<file path="src/rtl/iter_divider_pkg.sv">
// Shared encodings for the iterative divider: FSM states, handshake levels
// and the all-zero data word.
package iter_divider_pkg;

  typedef enum logic [1:0] {
    DivFree   = 2'b00,
    DivByZero = 2'b01,
    DivOn     = 2'b10,
    DivEnd    = 2'b11
  } div_state_t;

  localparam logic DivStart          = 1'b1;
  localparam logic DivStop           = 1'b0;
  localparam logic DivResultReady    = 1'b1;
  localparam logic DivResultNotReady = 1'b0;

  localparam logic [31:0] ZeroWord = 32'h0000_0000;

endpackage

</file>
<file path="src/rtl/iter_divider_div_step.sv">
// One restoring-division iteration: shift the next dividend bit into the
// partial remainder and subtract the divisor when it fits.
module div_step #(
  parameter int DATA_W = 32
) (
  input  logic [DATA_W-1:0] rem,
  input  logic              dividend_bit,
  input  logic [DATA_W-1:0] divisor,
  output logic [DATA_W-1:0] rem_next,
  output logic              quo_bit
);

  logic [DATA_W:0]   shifted;
  logic [DATA_W-1:0] diff;

  assign shifted = {rem, dividend_bit};
  assign quo_bit = (shifted >= {1'b0, divisor});
  // The remainder stays below the divisor, so a successful subtraction
  // always fits back into DATA_W bits.
  assign diff     = shifted[DATA_W-1:0] - divisor;
  assign rem_next = quo_bit ? diff : shifted[DATA_W-1:0];

endmodule

</file>
<file path="src/rtl/iter_divider.sv">
// Multi-cycle radix-2 restoring divider with start/annul request handshake;
// produces {remainder, quotient} after DATA_W iterations.
module iter_divider
  import iter_divider_pkg::*;
#(
  parameter int DATA_W = 32,
  parameter int CNT_W  = 6
) (
  input  logic                clk,
  input  logic                rst,
  input  logic                signed_div_i,
  input  logic [DATA_W-1:0]   opdata1_i,
  input  logic [DATA_W-1:0]   opdata2_i,
  input  logic                start_i,
  input  logic                annul_i,
  output logic [2*DATA_W-1:0] result_o,
  output logic                ready_o,
  output logic                busy_o
);

  div_state_t state;

  logic [CNT_W-1:0]  cnt;
  logic [DATA_W-1:0] quo_reg;
  logic [DATA_W-1:0] rem_reg;
  logic [DATA_W-1:0] divisor_reg;
  logic              signed_reg;
  logic              sign_a_reg;
  logic              sign_b_reg;

  logic [DATA_W-1:0] mag_a;
  logic [DATA_W-1:0] mag_b;
  logic [DATA_W-1:0] step_rem;
  logic              step_bit;
  logic [DATA_W-1:0] quo_next;
  logic [DATA_W-1:0] quo_fix;
  logic [DATA_W-1:0] rem_fix;

  assign mag_a = (signed_div_i && opdata1_i[DATA_W-1]) ? -opdata1_i : opdata1_i;
  assign mag_b = (signed_div_i && opdata2_i[DATA_W-1]) ? -opdata2_i : opdata2_i;

  // The dividend register doubles as the quotient: its MSB feeds the step
  // and the new quotient bit shifts in at the LSB.
  div_step #(.DATA_W(DATA_W)) u_step (
    .rem          (rem_reg),
    .dividend_bit (quo_reg[DATA_W-1]),
    .divisor      (divisor_reg),
    .rem_next     (step_rem),
    .quo_bit      (step_bit)
  );

  assign quo_next = {quo_reg[DATA_W-2:0], step_bit};

  // Remainder takes the dividend's sign; quotient is negative when signs differ.
  assign quo_fix = (signed_reg && (sign_a_reg ^ sign_b_reg)) ? -quo_next : quo_next;
  assign rem_fix = (signed_reg && sign_a_reg) ? -step_rem : step_rem;

  assign busy_o = (state == DivByZero) || (state == DivOn);

  always_ff @(posedge clk) begin
    if (rst) begin
      state       <= DivFree;
      result_o    <= '0;
      ready_o     <= DivResultNotReady;
      cnt         <= '0;
      quo_reg     <= '0;
      rem_reg     <= '0;
      divisor_reg <= '0;
      signed_reg  <= 1'b0;
      sign_a_reg  <= 1'b0;
      sign_b_reg  <= 1'b0;
    end else begin
      case (state)
        DivFree: begin
          if (start_i == DivStart && !annul_i) begin
            if (opdata2_i == '0) begin
              state <= DivByZero;
            end else begin
              state       <= DivOn;
              cnt         <= '0;
              quo_reg     <= mag_a;
              rem_reg     <= '0;
              divisor_reg <= mag_b;
              signed_reg  <= signed_div_i;
              sign_a_reg  <= opdata1_i[DATA_W-1];
              sign_b_reg  <= opdata2_i[DATA_W-1];
            end
          end
        end
        DivByZero: begin
          state    <= DivEnd;
          result_o <= '0;
          ready_o  <= DivResultReady;
        end
        DivOn: begin
          if (annul_i) begin
            state    <= DivFree;
            result_o <= '0;
            ready_o  <= DivResultNotReady;
          end else begin
            rem_reg <= step_rem;
            quo_reg <= quo_next;
            cnt     <= cnt + CNT_W'(1);
            if (cnt == CNT_W'(DATA_W - 1)) begin
              state    <= DivEnd;
              result_o <= {rem_fix, quo_fix};
              ready_o  <= DivResultReady;
            end
          end
        end
        DivEnd: begin
          if (start_i == DivStop) begin
            state    <= DivFree;
            result_o <= '0;
            ready_o  <= DivResultNotReady;
          end
        end
        default: state <= DivFree;
      endcase
    end
  end

endmodule

</file>
<file path="config.mk">
export PLATFORM = sky130hd
export DESIGN_NAME = iter_divider
export DESIGN_NICKNAME = d
export VERILOG_FILES = /design/src/rtl/iter_divider_pkg.sv /design/src/rtl/iter_divider_div_step.sv /design/src/rtl/iter_divider.sv
export SDC_FILE = /design/constraint.sdc
export NUM_CORES = 1
export LEC_CHECK = 0
export BUFFER_PORTS_ARGS = -buffer_cell sky130_fd_sc_hd__buf_2
export CORE_MARGIN = 2
export CORE_UTILIZATION = 49
export DETAILED_ROUTE_END_ITERATION = 8
export PLACE_DENSITY = 0.77
export RECOVER_POWER = 50
export SETUP_SLACK_MARGIN = 0.2
export SLEW_MARGIN = 20
export SYNTH_ARGS = -nofsm -noshare
export SYNTH_HDL_FRONTEND = slang
export SYNTH_SLANG_ARGS = --single-unit
</file>
<file path="constraint.sdc">
create_clock -name clk -period 4.6 [get_ports clk]
set_input_delay 0.92 -clock clk [delete_from_list [all_inputs] [get_ports clk]]
set_output_delay 0.92 -clock clk [all_outputs]
set_load 0.01 [all_outputs]
</file>
==> flow_metrics.env, run 1 <==
export IMPL_failed_checks="max-capacitance violations, max-slew violations"
export IMPL_yosys_area_top_type_share_pct=29.4
export IMPL_run_status="finished, violations left"
export IMPL_wire_length_of_the_first_global_routing_pass_mm=57.4
export IMPL_worst_hold_class="reg -> reg"
export IMPL_critPathLaunchType="input pin"
export IMPL_globalRouteOverflowTotal=0
export IMPL_p_int_mw=3.53
export IMPL_die_height_um=159
export IMPL_maximum_achievable_frequency_mhz=233
export IMPL_report_final_slew_viol_count=43
export IMPL_synth_enable_flop_cells=0
export IMPL_tritoncts_num_buffers=17
export IMPL_dominantRegCellSynth="dfxtp_1"
export IMPL_postSynthCellCount=1593
export IMPL_async_reset_ff_share_pct=0
export IMPL_drc=0
export IMPL_final_hold_vios=0
export IMPL_cp_end_kind="flip-flop"
export IMPL_clk_pin_slew_worst_paths_ns=0.07
export IMPL_cp_required_ns=4.90
export IMPL_drv_max_cap_violation_count=1
export IMPL_clkPwrFrac_pct=24.0
export IMPL_cts_root_to_sink_buffers=2
export IMPL_power_share_combinational_pct=47.7
export IMPL_final_hold_worst_slack_ns=0.449
export IMPL_placement_rows=56
export IMPL_finalWeightedCongestion=1.06
export IMPL_avgSynthCellArea_sq_um=7.35
export IMPL_critPathMostFrequentCell="clkbuf_1"
export IMPL_floorplan_die_width_um=159
export IMPL_ff2ff_setup_slack_ns=0.33
export IMPL_crit_type="in -> reg"
export IMPL_register_area_sq_um=3440
export IMPL_total_die_area_sq_um=25200
export IMPL_num_fill_cells=2196
export IMPL_ios=135
export IMPL_layout_area_overhead_vs_synth_pct=15.4
export IMPL_portBuffers=134
export IMPL_max_slew_margin_pct=-35.9
export IMPL_pwr_density_cell_nw_per_um2=459
export IMPL_number_of_warnings_reported_in_the_yosys_synthesis_log=0
export IMPL_hpwl_after_detailed_placement_mm=27.2
export IMPL_netlist_top_cells_area="dfxtp_1, nor2_1, nand2_1"
export IMPL_skew_ns=0.0161
export IMPL_tritoncts="done"
export IMPL_synth_fp_nets=1705
export IMPL_timing_hold_worst_path_depth=2
export IMPL_clkLatencyLatePin_ns=0.44
export IMPL_synth_seq_cells=172
export IMPL_worst_r2r_path_depth=19
export IMPL_wire_length_per_cell_after_detailed_routing_um=18.0
export IMPL_floorplan_core_area_sq_um=23500
export IMPL_detail_route_wirelength_mm=36.6
export IMPL_antenna_diode_count=0
export IMPL_period_needed_ns=4.30
export IMPL_clock_tree_htree_level_count=4
export IMPL_net_switching_power_mw=2.68
export IMPL_critical_path_max_fanout=42
export IMPL_seq_area_frac_synth_pct=29.4
export IMPL_setup_repair_after_global_routing_missed_its_margin="yes"
export IMPL_first_pass_iters=6
export IMPL_initial_utilization_pct=49.9
export IMPL_switching_share_pct=43.1
export IMPL_cts_sinks=172
export IMPL_seq_power_share_pct=28.3
export IMPL_vdd_ir_drop_worst_mv=0.481
export IMPL_num_vias=12100
export IMPL_registers_top_by_ff_count="result_o"
export IMPL_critical_path_cell_chain="clkbuf_1, nand2b_1, clkbuf_2, o21ai_0, or2_0, clkbuf_1, nor3_1, a21oi_1, nor2_1"
export IMPL_worst_slew_pin_transition_ns=2.04
export IMPL_detail_route_iter0_violations=1136
export IMPL_nets=1818
export IMPL_final_setup_tns_ns=0
export IMPL_synthDominantAreaCellType="dfxtp_1"
export IMPL_cpMaxStageDelayCell="clkbuf_1"
export IMPL_library_cells_used_by_synthesis=80
export IMPL_routed_via_density=5.96
export IMPL_finalSetupViolations=0
export IMPL_arrival_worst_endpoint_ns=4.60
export IMPL_cts_hold_buffers=0
export IMPL_largest_reg_flops=64
export IMPL_power_static_leakage_nw=5.03
export IMPL_worst_stage_delay_on_the_critical_path_ns=1.52
export IMPL_grt_start_max_net_pins=84
export IMPL_postRouteAntennaNets=0
export IMPL_multiInputGateArea_sq_um=7840
export IMPL_post_route_cells_drive_above_1_share_pct=11.5
export IMPL_timing_final_crit_share_pct=93.5
export IMPL_cell_area_after_synthesis_sq_um=11700
export IMPL_via_count_of_the_first_global_routing_pass=11200
export IMPL_gr_usage_all_layers_pct=28.7
export IMPL_number_of_antenna_violations_at_the_first_check_in_global_routing=0
export IMPL_cts_root_buffer="clkbuf_16"
-- stage by stage --
step	std cells	power [mW]	util (%)	setup slack, ns	instance area (sq um)
2_1_floorplan	1593	3.77	-	0.203	11800
3_3_place_gp	2003	4.54	54.7	0.224	12800
3_5_place_dp	2003	4.59	54.8	0.118	12900
4_1_cts	2034	6.07	57.3	0.241	13500
5_1_grt	2037	6.55	57.6	0.0657	13500
6_report	2037	6.21	57.6	0.300	13500
-- cell families after synthesis --
family | synth area share [%]
and+or+nand+nor | 23.5
AOI/OAI and AO/OA | 24.6
DFF | 29.4
buffers and inverters | 5.36
xor gates and xnor gates | 10.6
adders and majority gates | 4.66
muxes | 1.80
-- cells in the mapped netlist, drive strengths merged, types with 4 or more instances --
cell,count
nor4,19
nand2b,12
nand3,15
ha,42
o211ai,7
a22o,6
or3,15
a22oi,43
nor3,55
nor2b,12
xor2,62
inv,60
o31ai,11
a31oi,17
and2,10
mux2i,20
xnor2,80
and4,4
o21ai,113
o41ai,12
a21o,7
dfxtp,172
clkbuf,61
a211oi,46
buf,35
a21oi,141
nand2,201
nand4,13
or4,11
nand3b,7
o21a,13
nor2,204
or2,7
o21bai,5
-- cell type report --
class / instances / share of cell area (%)
multi-input combinational: 1266 / 58.0
sequential: 172 / 25.5
timing repair buffer: 189 / 7.51
clock buffer: 21 / 3.48
tap: 319 / 2.95
inverter: 60 / 1.67
clock inverter: 10 / 0.953
-- placed cells by master, fill, tap and decap left out, types with 13 or more instances in the layout --
master / n
buf_4: 51
or3_1: 15
a31oi_1: 13
inv_1: 59
o21ai_0: 103
ha_1: 34
nor4_1: 16
nand4_1: 13
nor3_1: 52
a22oi_1: 43
nor2_1: 201
clkbuf_16: 17
nand2_1: 201
xnor2_1: 80
nand3_1: 15
buf_2: 65
a21oi_1: 141
dfxtp_1: 172
mux2i_1: 19
xor2_1: 60
clkbuf_1: 71
a211oi_1: 45
-- critical path, delay by kind of cell --
kind | cells | cell delay [ns]
buffers and inverters | 3 | 1.91
AO/OA/AOI/OAI | 2 | 0.61
AND/OR/NAND/NOR | 4 | 1.13
-- repair_timing --
item / 4_1_cts / 5_1_grt
setup endpoints to repair: 0 / 29
resized for setup: 0 / 28
setup buffers: 0 / 2
-- path summary, 6_finish.rpt --
path                                      from                   endpoint
hold / removal       result_o[63]$_SDFFE_PP0P_  result_o[63]$_SDFFE_PP0P_
hold reg to reg      result_o[63]$_SDFFE_PP0P_  result_o[63]$_SDFFE_PP0P_
setup reg to reg  divisor_reg[26]$_SDFFE_PP0P_  result_o[46]$_SDFFE_PP0P_
setup / recovery                       annul_i  result_o[21]$_SDFFE_PP0P_
-- power groups by stage --
stage                     Sequential (mW)  Combinational [mW]  Clock (mW)
final                                1.76                2.96        1.49
after floorplan                      1.75                2.02           0
after global routing                 1.78                3.22        1.56
after CTS                            1.75                2.82        1.50
after global placement               1.78                2.76           0
after detailed placement             1.78                2.80           0
-- metal layers --
layer | vias to the layer above | wire length [um] | GRT usage (%)
met3 | 94 | 2810 | 4.65
met2 | 540 | 16300 | 45.5
met4 | 0 | 1410 | 11.5
met5 | - | 0 | 0
met1 | 5655 | 16100 | 39.0
li1 | 5859 | - | -
No activity file was read; power rests on OpenSTA's default activity.
==> run 2: changes to the inputs <==
- CORE_MARGIN: 2 -> 1.5
- CORE_UTILIZATION: 49 -> 45
- PLACE_DENSITY: 0.77 -> 0.73
==> flow_metrics.env, run 2 (same netlist as run 1, synthesis figures left out) <==
export IMPL_worst_slew_pin_transition_ns=1.74
export IMPL_wire_length_of_the_first_global_routing_pass_mm=57.4
export IMPL_crit_type="reg -> reg"
export IMPL_final_hold_vios=0
export IMPL_detail_route_wirelength_mm=37.4
export IMPL_timing_hold_worst_path_depth=2
export IMPL_worst_hold_class="reg -> reg"
export IMPL_worst_setup_slack_before_clock_tree_synthesis_ns=0.181
export IMPL_cp_end_kind="flip-flop"
export IMPL_vdd_ir_drop_worst_mv=0.295
export IMPL_cts_sinks=172
export IMPL_cp_required_ns=4.98
export IMPL_mostFrequentLayoutCell="nor2_1"
export IMPL_tritoncts_num_buffers=17
export IMPL_worst_hold_startpoint="result_o[56]$_SDFFE_PP0P_"
export IMPL_crit_reg2reg_launch="divisor_reg[26]$_SDFFE_PP0P_"
export IMPL_cp_buffers_inverters=2
export IMPL_gr_usage_all_layers_pct=27.1
export IMPL_timing_final_crit_share_pct=93.5
export IMPL_place_area_sq_um=12900
export IMPL_stdcell_area_sq_um=13700
export IMPL_number_of_antenna_violations_at_the_first_check_in_global_routing=0
export IMPL_routed_via_density=5.85
export IMPL_critical_path_cell_chain="inv_1, ha_1, a211oi_2, o31ai_1, a2111oi_2, a31oi_4, or2_4, nor2_1, a21oi_1, inv_1, ha_2, nand2b_1, nor3_4, a41oi_4, nor4_4, nor2_2, or4_1, nand3_1"
export IMPL_setup_repair_after_global_routing_missed_its_margin="no"
export IMPL_wire_length_per_cell_after_detailed_routing_um=18.2
export IMPL_drv_max_cap_violation_count=1
export IMPL_run_status="finished, violations left"
export IMPL_rr_endpoint="result_o[62]$_SDFFE_PP0P_"
export IMPL_portBuffers=134
export IMPL_globalRouteOverflowTotal=0
export IMPL_report_final_slew_viol_count=41
export IMPL_critPathLaunchType="flip-flop"
export IMPL_die_height_um=164
export IMPL_timing_final_ws_setup_ns=0.299
export IMPL_finalSetupViolations=0
export IMPL_postRouteAntennaNets=0
export IMPL_ios=135
export IMPL_cts_root_buffer="clkbuf_16"
export IMPL_worst_r2r_path_depth=18
export IMPL_registers_top_by_ff_count="result_o"
export IMPL_final_hold_worst_slack_ns=0.448
export IMPL_skew_ns=0.0111
export IMPL_ff2ff_setup_slack_ns=0.30
export IMPL_cpMaxStageDelayCell="a2111oi_2"
export IMPL_most_common_layout_cells="nor2_1, nand2_1, dfxtp_1, a21oi_1, o21ai_0"
export IMPL_final_setup_tns_ns=0
export IMPL_layout_area_overhead_vs_synth_pct=17.2
export IMPL_cts_root_to_sink_buffers=2
export IMPL_clkLatencyLatePin_ns=0.44
export IMPL_nets=1825
export IMPL_hold_path_end="result_o[56]$_SDFFE_PP0P_"
export IMPL_finalWeightedCongestion=0.972
export IMPL_worst_stage_delay_on_the_critical_path_ns=0.49
export IMPL_grt_start_max_net_pins=91
export IMPL_floorplan_core_area_sq_um=25400
export IMPL_num_vias=12000
export IMPL_drc=0
export IMPL_initial_utilization_pct=46.1
export IMPL_pwr_density_cell_nw_per_um2=465
export IMPL_detail_route_iter0_violations=1078
export IMPL_max_slew_margin_pct=-15.9
export IMPL_clk_pin_slew_worst_paths_ns=0.07
export IMPL_hpwl_after_detailed_placement_mm=27.7
export IMPL_antenna_diode_count=0
export IMPL_arrival_worst_endpoint_ns=4.68
export IMPL_tritoncts="done"
export IMPL_floorplan_die_width_um=164
export IMPL_clock_tree_htree_level_count=4
export IMPL_via_count_of_the_first_global_routing_pass=11100
export IMPL_placement_rows=58
export IMPL_power_static_leakage_nw=5.11
export IMPL_crit_family="simple AND/OR/NAND/NOR gates"
export IMPL_maximum_achievable_frequency_mhz=232
export IMPL_largest_reg_flops=64
export IMPL_failed_checks="max-capacitance violations, max-slew violations"
export IMPL_first_pass_iters=6
export IMPL_total_die_area_sq_um=27000
export IMPL_period_needed_ns=4.30
export IMPL_critPathMostFrequentCell="inv_1"
export IMPL_critical_path_max_fanout=7
export IMPL_post_route_cells_drive_above_1_share_pct=12.6
[run 2: changes by cell type in the layout (fill, tap and decap cells not counted), moves of 4 or more]
cell and change:
ha_1 -5, buf_4 +7, ha_2 -4, ha_4 +9, dfxtp_2 +5, dfxtp_1 -5
[run 2: per-layer routing]
layer  share of wire, %  vias to the layer above  track usage [%]
li1                   -                     5871                -
met1                 45                     5590             36.6
met2                 46                      467             43.9
met3                6.2                       92             3.69
met4                3.1                        0             10.2
met5                  0                        -                0
[run 2: report_power, final]
group / switching (mW) / internal, mW / total [mW]
Combinational: 1.94 / 1.11 / 3.05
Clock: 0.675 / 0.893 / 1.57
Sequential: 0.141 / 1.62 / 1.77
Total: 2.76 / 3.63 / 6.38
[run 2: what timing repair did]
action,CTS,global route
gates resized for setup,0,45
buffers inserted,0,3
setup endpoints to repair,0,19
hold buffers,0,0
[run 2: worst max path at each step]
stage / from / end / slack (ns) / cells past startpoint
2_1_floorplan: divisor_reg[18]$_SDFFE_PP0P_ / result_o[62]$_SDFFE_PP0P_ / 0.20 / 21
3_3_place_gp: opdata2_i[0] / cnt[5]$_SDFFE_PP0P_ / 0.26 / 15
3_5_place_dp: opdata2_i[0] / cnt[5]$_SDFFE_PP0P_ / 0.18 / 15
4_1_cts: rem_reg[16]$_SDFFE_PP0P_ / result_o[62]$_SDFFE_PP0P_ / 0.27 / 15
5_1_grt: divisor_reg[26]$_SDFFE_PP0P_ / result_o[62]$_SDFFE_PP0P_ / 0.08 / 18
6_report: divisor_reg[26]$_SDFFE_PP0P_ / result_o[62]$_SDFFE_PP0P_ / 0.30 / 18
[run 2: layout make-up]
cell class,instances,area [sq um]
clock buffer,18,439
clock inverter,14,194
fill,2444,11700
inverter,60,225
multi-input combinational,1265,7920
sequential,172,3450
tap,330,413
timing repair buffer,197,1090
[run 2: through the flow]
step	std cells	utilization [%]	power, mW
2_1_floorplan	1593	-	3.77
3_3_place_gp	2021	50.9	4.60
3_5_place_dp	2021	50.9	4.64
4_1_cts	2053	53.4	6.22
5_1_grt	2056	54.1	6.73
6_report	2056	54.1	6.38
[run 2: tightest hold or removal path: stages (launching register included)]
cell     delay (ns)
dfxtp_1        0.31
nand2_1        0.05
o21ai_1        0.05
